File: src/rtl/chacha_pkg.sv
// ChaCha stream host shared package: block/load
// sizes and the host sequencer state encoding.
package chacha_pkg;

  localparam int BLOCK_BYTES = 64;
  localparam int LOAD_BYTES  = 48;

  typedef enum logic [2:0] {
    IDLE,
    LOAD,
    GUARD,
    WAIT,
    STREAM
  } host_state_e;

endpackage

File: src/rtl/chacha_stream_host_if.sv
// Host-side byte streams of the ChaCha stream host:
// config in, data in, XORed data out.
interface chacha_stream_host_if;

  logic       cfg_valid;
  logic       cfg_ready;
  logic [7:0] cfg_data;

  logic       in_valid;
  logic       in_ready;
  logic [7:0] in_data;

  logic       out_valid;
  logic       out_ready;
  logic [7:0] out_data;

  modport master (
    output cfg_valid,
    output cfg_data,
    input  cfg_ready,
    output in_valid,
    output in_data,
    input  in_ready,
    input  out_valid,
    input  out_data,
    output out_ready
  );

  modport slave (
    input  cfg_valid,
    input  cfg_data,
    output cfg_ready,
    input  in_valid,
    input  in_data,
    output in_ready,
    output out_valid,
    output out_data,
    input  out_ready
  );

endinterface

File: src/rtl/chacha_xor_stage.sv
// Output register: XORs data with keystream and
// holds the result until the consumer takes it.
module chacha_xor_stage (
  input  logic       clk,
  input  logic       rst_n,
  input  logic       fire_i,
  input  logic [7:0] in_data_i,
  input  logic [7:0] ks_byte_i,
  input  logic       out_ready_i,
  output logic       out_valid_o,
  output logic [7:0] out_data_o,
  output logic       slot_free_o
);

  logic       valid_q;
  logic [7:0] data_q;

  // Load on fire (even while draining); else drop
  // valid once the consumer has taken the byte.
  always_ff @(posedge clk or negedge rst_n) begin
    if (!rst_n) begin
      valid_q <= 1'b0;
      data_q  <= 8'h00;
    end else if (fire_i) begin
      valid_q <= 1'b1;
      data_q  <= in_data_i ^ ks_byte_i;
    end else if (out_ready_i) begin
      valid_q <= 1'b0;
    end
  end

  assign out_valid_o = valid_q;
  assign out_data_o  = data_q;
  assign slot_free_o = !valid_q || out_ready_i;

endmodule

File: src/rtl/chacha_stream_host.sv
// ChaCha stream host: loads the core, then XORs its
// keystream onto the data stream. CHACHA_HOST_BLKCNT_EN adds a block counter.
module chacha_stream_host
  import chacha_pkg::*;
(
  input  logic       clk,
  input  logic       rst_n,
  chacha_stream_host_if.slave bus,
  output logic       blk_write,
  output logic [7:0] blk_data_in,
  output logic       blk_read,
  input  logic [7:0] blk_data_out,
  input  logic       blk_ready
`ifdef CHACHA_HOST_BLKCNT_EN
  ,
  output logic [15:0] blk_count,
  output logic        blk_count_sat
`endif
);

  localparam logic [5:0] LOAD_LAST =
    6'(LOAD_BYTES - 1);
  localparam logic [5:0] BLK_LAST =
    6'(BLOCK_BYTES - 1);

  host_state_e state_q;
  logic [5:0]  load_cnt_q;
  logic [5:0]  byte_cnt_q;
  logic        cfg_ready_q;

  logic       wr;
  logic       rd;
  logic       in_ready;
  logic       slot_free;
  logic       out_valid;
  logic [7:0] out_data;

  assign wr = bus.cfg_valid && cfg_ready_q;

  assign in_ready = (state_q == STREAM)
                    && blk_ready && slot_free;

  assign rd = bus.in_valid && in_ready;

  assign blk_write   = wr;
  assign blk_data_in = wr ? bus.cfg_data : 8'h00;
  assign blk_read    = rd;

  assign bus.cfg_ready = cfg_ready_q;
  assign bus.in_ready  = in_ready;
  assign bus.out_valid = out_valid;
  assign bus.out_data  = out_data;

  // Sequencer: load config, guard one cycle for
  // the core's lagging ready, wait, then drain.
  always_ff @(posedge clk or negedge rst_n) begin
    if (!rst_n) begin
      state_q     <= IDLE;
      load_cnt_q  <= 6'd0;
      byte_cnt_q  <= 6'd0;
      cfg_ready_q <= 1'b0;
    end else begin
      unique case (state_q)
        IDLE: begin
          cfg_ready_q <= 1'b1;
          if (wr) begin
            load_cnt_q <= 6'd1;
            state_q    <= LOAD;
          end
        end
        LOAD: begin
          if (wr) begin
            load_cnt_q <= load_cnt_q + 6'd1;
            if (load_cnt_q == LOAD_LAST) begin
              cfg_ready_q <= 1'b0;
              state_q     <= GUARD;
            end
          end
        end
        GUARD: begin
          state_q <= WAIT;
        end
        WAIT: begin
          if (blk_ready) begin
            byte_cnt_q <= 6'd0;
            state_q    <= STREAM;
          end
        end
        STREAM: begin
          if (rd) begin
            byte_cnt_q <= byte_cnt_q + 6'd1;
            if (byte_cnt_q == BLK_LAST) begin
              state_q <= GUARD;
            end
          end
        end
        default: begin
          cfg_ready_q <= 1'b0;
          state_q     <= IDLE;
        end
      endcase
    end
  end

  chacha_xor_stage u_xor (
    .clk         (clk),
    .rst_n       (rst_n),
    .fire_i      (rd),
    .in_data_i   (bus.in_data),
    .ks_byte_i   (blk_data_out),
    .out_ready_i (bus.out_ready),
    .out_valid_o (out_valid),
    .out_data_o  (out_data),
    .slot_free_o (slot_free)
  );

`ifdef CHACHA_HOST_BLKCNT_EN
  logic [15:0] blk_cnt_q;
  logic        last_rd;

  assign last_rd = rd && (byte_cnt_q == BLK_LAST);

  // Count fully consumed blocks, saturating.
  always_ff @(posedge clk or negedge rst_n) begin
    if (!rst_n) begin
      blk_cnt_q <= 16'h0000;
    end else if (last_rd && !(&blk_cnt_q)) begin
      blk_cnt_q <= blk_cnt_q + 16'd1;
    end
  end

  assign blk_count     = blk_cnt_q;
  assign blk_count_sat = &blk_cnt_q;
`endif

endmodule
File: src/flat_wrapper.sv
// flat-port wrapper written by rule: the top's interface ports become plain ports
module chacha_stream_host_flat import chacha_pkg::*;
  (clk, rst_n, blk_write, blk_data_in, blk_read, blk_data_out, blk_ready, bus_cfg_valid, bus_cfg_data, bus_cfg_ready, bus_in_valid, bus_in_data, bus_in_ready, bus_out_valid, bus_out_data, bus_out_ready);
  chacha_stream_host_if bus_i ();
  input  logic clk;
  input  logic rst_n;
  output logic blk_write;
  output logic [7:0] blk_data_in;
  output logic blk_read;
  input  logic [7:0] blk_data_out;
  input  logic blk_ready;
  input wire logic [$bits(bus_i.cfg_valid)-1:0] bus_cfg_valid;
  input wire logic [$bits(bus_i.cfg_data)-1:0] bus_cfg_data;
  output wire logic [$bits(bus_i.cfg_ready)-1:0] bus_cfg_ready;
  input wire logic [$bits(bus_i.in_valid)-1:0] bus_in_valid;
  input wire logic [$bits(bus_i.in_data)-1:0] bus_in_data;
  output wire logic [$bits(bus_i.in_ready)-1:0] bus_in_ready;
  output wire logic [$bits(bus_i.out_valid)-1:0] bus_out_valid;
  output wire logic [$bits(bus_i.out_data)-1:0] bus_out_data;
  input wire logic [$bits(bus_i.out_ready)-1:0] bus_out_ready;
  assign bus_i.cfg_valid = bus_cfg_valid;
  assign bus_i.cfg_data = bus_cfg_data;
  assign bus_cfg_ready = bus_i.cfg_ready;
  assign bus_i.in_valid = bus_in_valid;
  assign bus_i.in_data = bus_in_data;
  assign bus_in_ready = bus_i.in_ready;
  assign bus_out_valid = bus_i.out_valid;
  assign bus_out_data = bus_i.out_data;
  assign bus_i.out_ready = bus_out_ready;
  chacha_stream_host u_core (.clk(clk), .rst_n(rst_n), .bus(bus_i), .blk_write(blk_write), .blk_data_in(blk_data_in), .blk_read(blk_read), .blk_data_out(blk_data_out), .blk_ready(blk_ready));
endmodule
File: config.mk
export PLATFORM = sky130hd
export DESIGN_NAME = chacha_stream_host_flat
export DESIGN_NICKNAME = d
export VERILOG_FILES = /design/src/rtl/chacha_pkg.sv /design/src/rtl/chacha_stream_host_if.sv /design/src/rtl/chacha_xor_stage.sv /design/src/rtl/chacha_stream_host.sv /design/src/flat_wrapper.sv
export SDC_FILE = /design/constraint.sdc
export NUM_CORES = 1
export LEC_CHECK = 0
export ABC_CLOCK_PERIOD_IN_PS = 1400
export CELL_PAD_IN_SITES_DETAIL_PLACEMENT = 1
export CELL_PAD_IN_SITES_GLOBAL_PLACEMENT = 1
export CORE_UTILIZATION = 30
export DETAILED_ROUTE_END_ITERATION = 8
export PLACE_DENSITY = 0.71
export SLEW_MARGIN = 40
export SYNTH_ARGS = -nofsm -noshare
export SYNTH_HDL_FRONTEND = slang
export SYNTH_HIERARCHICAL = 1
export SYNTH_SLANG_ARGS = --single-unit
File: constraint.sdc
create_clock -name clk -period 1.4 [get_ports clk]
set_input_delay 0.28 -clock clk [delete_from_list [all_inputs] [get_ports clk]]
set_output_delay 0.28 -clock clk [all_outputs]
set_load 0.03 [all_outputs]
==> impl_metrics.toml <==
[sta]
period_share_pct = 126
finalSetupViolations = 32
rsz0062_at_grt = "true"
finClkSkew_ps = 7.81
whs_ps = 343
maxSlewViolCount = 0
worst_pin_slew_ps = 352
min_period_ps = 1770
slew_headroom_pct = 76.4
hold_violations = 0
worst_slack_ps = -370
fmax_ghz = 0.565

[route]
viasPerCell = 5.25
drtIter0Drc = 74
wl_mm = 6.23
ant_nets = 0
dr.pass1.iters = 4
vias = 1642
drcViolationCount = 0
avgRoutedWirePerCell_um = 19.9

[clock_tree]
clock-sinks = 25
cts_made_buffers = 3
clk_latency_ps = 280
max-clock-path-buffers = 2
h-tree-depth = 1
clk_pin_slew_ps = 100
tritoncts = "done"
cts_root_buffer = "clkbuf_8"

[global_routing]
grt_pass1_vias = 1769
grt_max_degree = 26
gr-total-overflow = 0
grt.total_usage_pct = 22.6
grt_pass1_wl_mm = 8.95
antenna_found_initial = 0

[synthesis]
ys_ff_latch = 25
synth.avg_cell_area_um2 = 10.0
ys_types = 49
netlist_area_mm2 = 0.00147
syn-num-nets = 179
synth_cells = 147
yosys_warnings = 6
synth_seq_area_share_pct = 42.6

[floorplanning]
die_h_um = 72.0
start_util_pct = 31.1
fp.dieW_um = 72.0
dieArea_mm2 = 0.00518
core_mm2 = 0.00472
rows = 25
io_pins = 51

[worst_setup_path]
cp.required_ps = 1580
crit_slowest_cell = "dfrtp_1"
timing.rr.end = "u_core/state_q[2]"
reg2regPathDepth = 6
worst_r2r_startpoint = "u_core/state_q[2]"
crit_type = "flop to flop"
path_cells = "nor3b_4 -> buf_4 -> buf_6 -> a32oi_4 -> nand4_1 -> mux2_4"
regToRegSetupSlack_ps = -370
cp_top_family = "simple AND/OR/NAND/NOR gates"
critPathMaxStageDelay_ps = 420
crit_buf_inv = 2
crit_path_end_kind = "flop"
setup.worst_path.start_class = "flop"
arrival_ps = 1950
path_max_fanout = 3

[run_status]
status = "complete, but fails checks"
violations = "setup timing"

[power_and_ir_drop]
p_leak_nw = 1.24
pwr_density_cell_mw_per_mm2 = 1830
peakVddDrop_mv = 1.09

[finish]
drive_gt1_share_pct = 53.3
synthToLayoutAreaGrowth_pct = 93.3
num_antenna_cells = 0
utilization_pct = 60.2
final_common_cell = "buf_4"
nNetsFinal = 279
nFillCells = 490
final_cell_mix = "buf_4, clkdlybuf4s50_1, dfrtp_1"

[min_path]
hold_path.class = "input port to async pin"

[placed_design]
place_congestion = 0.890
numPortBuffers = 50
post-dp-hpwl_mm = 3.21

[run]
cap_violations = 0
==> repair_timing <==
action | 4_1_cts | 5_1_grt
setup buffers | 16 | 7
hold buffers | 0 | 0
resized for setup | 69 | 30
pin swaps | 13 | 8
setup endpoints to repair | 40 | 35
gates cloned | 2 | 2
==> per-layer routing <==
metal / vias up / routed length [um] / track usage, % / part of all wire [%]
li1: 728 / - / - / -
met1: 804 / 2290 / 26.1 / 37
met2: 91 / 3490 / 42.7 / 56
met3: 19 / 308 / 3.89 / 4.9
met4: 0 / 146 / 6.54 / 2.3
met5: - / 0 / 0 / 0
==> cell families after synthesis <==
family / synth area share, %
AO/OA/AOI/OAI: 18.3
buffers and inverters: 6.13
flip-flops: 42.6
XOR/XNOR: 4.77
adder cells (fa/ha/maj): 1.70
multiplexers: 4.51
AND/OR/NAND/NOR: 22.0
==> worst register-to-register path: cells and delay by family (launching register included) <==
family	cells	cell delay [ps]
multiplexers	1	360
buffers and inverters	2	260
AND/OR/NAND/NOR	2	430
AO/OA/AOI/OAI	1	190
flip-flops	1	420
==> registers in the layout (all words and copies together) (netlist names) <==
register,flops
u_core/u_xor/out_valid_o,1
u_core/byte_cnt_q,6
u_core/bus.cfg_ready,1
u_core/load_cnt_q,6
u_core/u_xor/out_data_o,8
u_core/state_q,3
==> through the flow <==
stage	TNS [ps]	worst slack, ps	power (W)	std cells	area, um2
floorplan	-1860	-202	0.00269	147	1490
global placement	-9880	-431	0.00358	284	2190
detailed placement	-11860	-529	0.00371	284	2190
CTS	-3350	-287	0.00482	305	2630
global route	-6900	-434	0.00546	313	2840
finish	-5500	-370	0.00520	313	2840
==> final cells by class <==
type	count	area [um2]	share of cell area (%)
Timing Repair Buffer	105	1040	36.7
Multi-Input combinational cell	110	1030	36.3
Tap cell	67	83.8	2.95
Inverter	2	7.51	0.264
Sequential cell	25	629	22.1
Clock buffer	3	41.3	1.45
Clock inverter	1	5.00	0.176
==> report_power, final <==
group	internal, W	leakage, nW	total, W	switching (W)
clock	0.000200	0.0255	0.000462	0.000261
combinational	0.00175	0.899	0.00348	0.00173
sequential	0.00100	0.312	0.00126	0.000259
==> Yosys cell counts, drive strengths merged <==
cell type	n	area [um2]
o21a	1	7.51
mux2i	1	10.0
a32o	1	10.0
nor4	1	6.26
ha	2	25.0
o22ai	1	6.26
nand4bb	1	11.3
o21ai	9	45.0
o31ai	1	7.51
nor2b	1	6.26
inv	2	7.51
nand2b	3	18.8
xnor2	8	70.1
a21oi	9	52.6
a211oi	1	7.51
nand3	5	30.0
o311ai	1	16.3
or4	1	7.51
and2	1	6.26
and3b	1	10.0
nand4	2	12.5
nand2	11	41.3
or3b	1	8.76
clkbuf	2	7.51
a22o	6	52.6
a41oi	1	8.76
o41ai	1	16.3
a32oi	1	8.76
and4	1	8.76
nor3	3	15.0
o21bai	1	7.51
nor2	14	57.6
a21boi	1	7.51
buf	8	75.1
and3	9	57.6
mux2	5	56.3
dfrtp	25	626
a21o	2	15.0
nor3b	2	26.3
==> worst max-delay path by stage <==
stage	depth (start not counted)	end	slack [ps]	start
5_1_grt	6	u_core/state_q[2]	-430	u_core/state_q[2]
3_3_place_gp	6	u_core/state_q[2]	-430	bus_out_ready
6_report	6	u_core/state_q[2]	-370	u_core/state_q[2]
4_1_cts	4	bus_in_ready	-290	u_core/state_q[1]
2_1_floorplan	8	u_core/u_xor/out_data_o[1]	-200	u_core/state_q[0]
3_5_place_dp	5	u_core/byte_cnt_q[0]	-530	blk_ready
(Power assumes the default switching activity.)
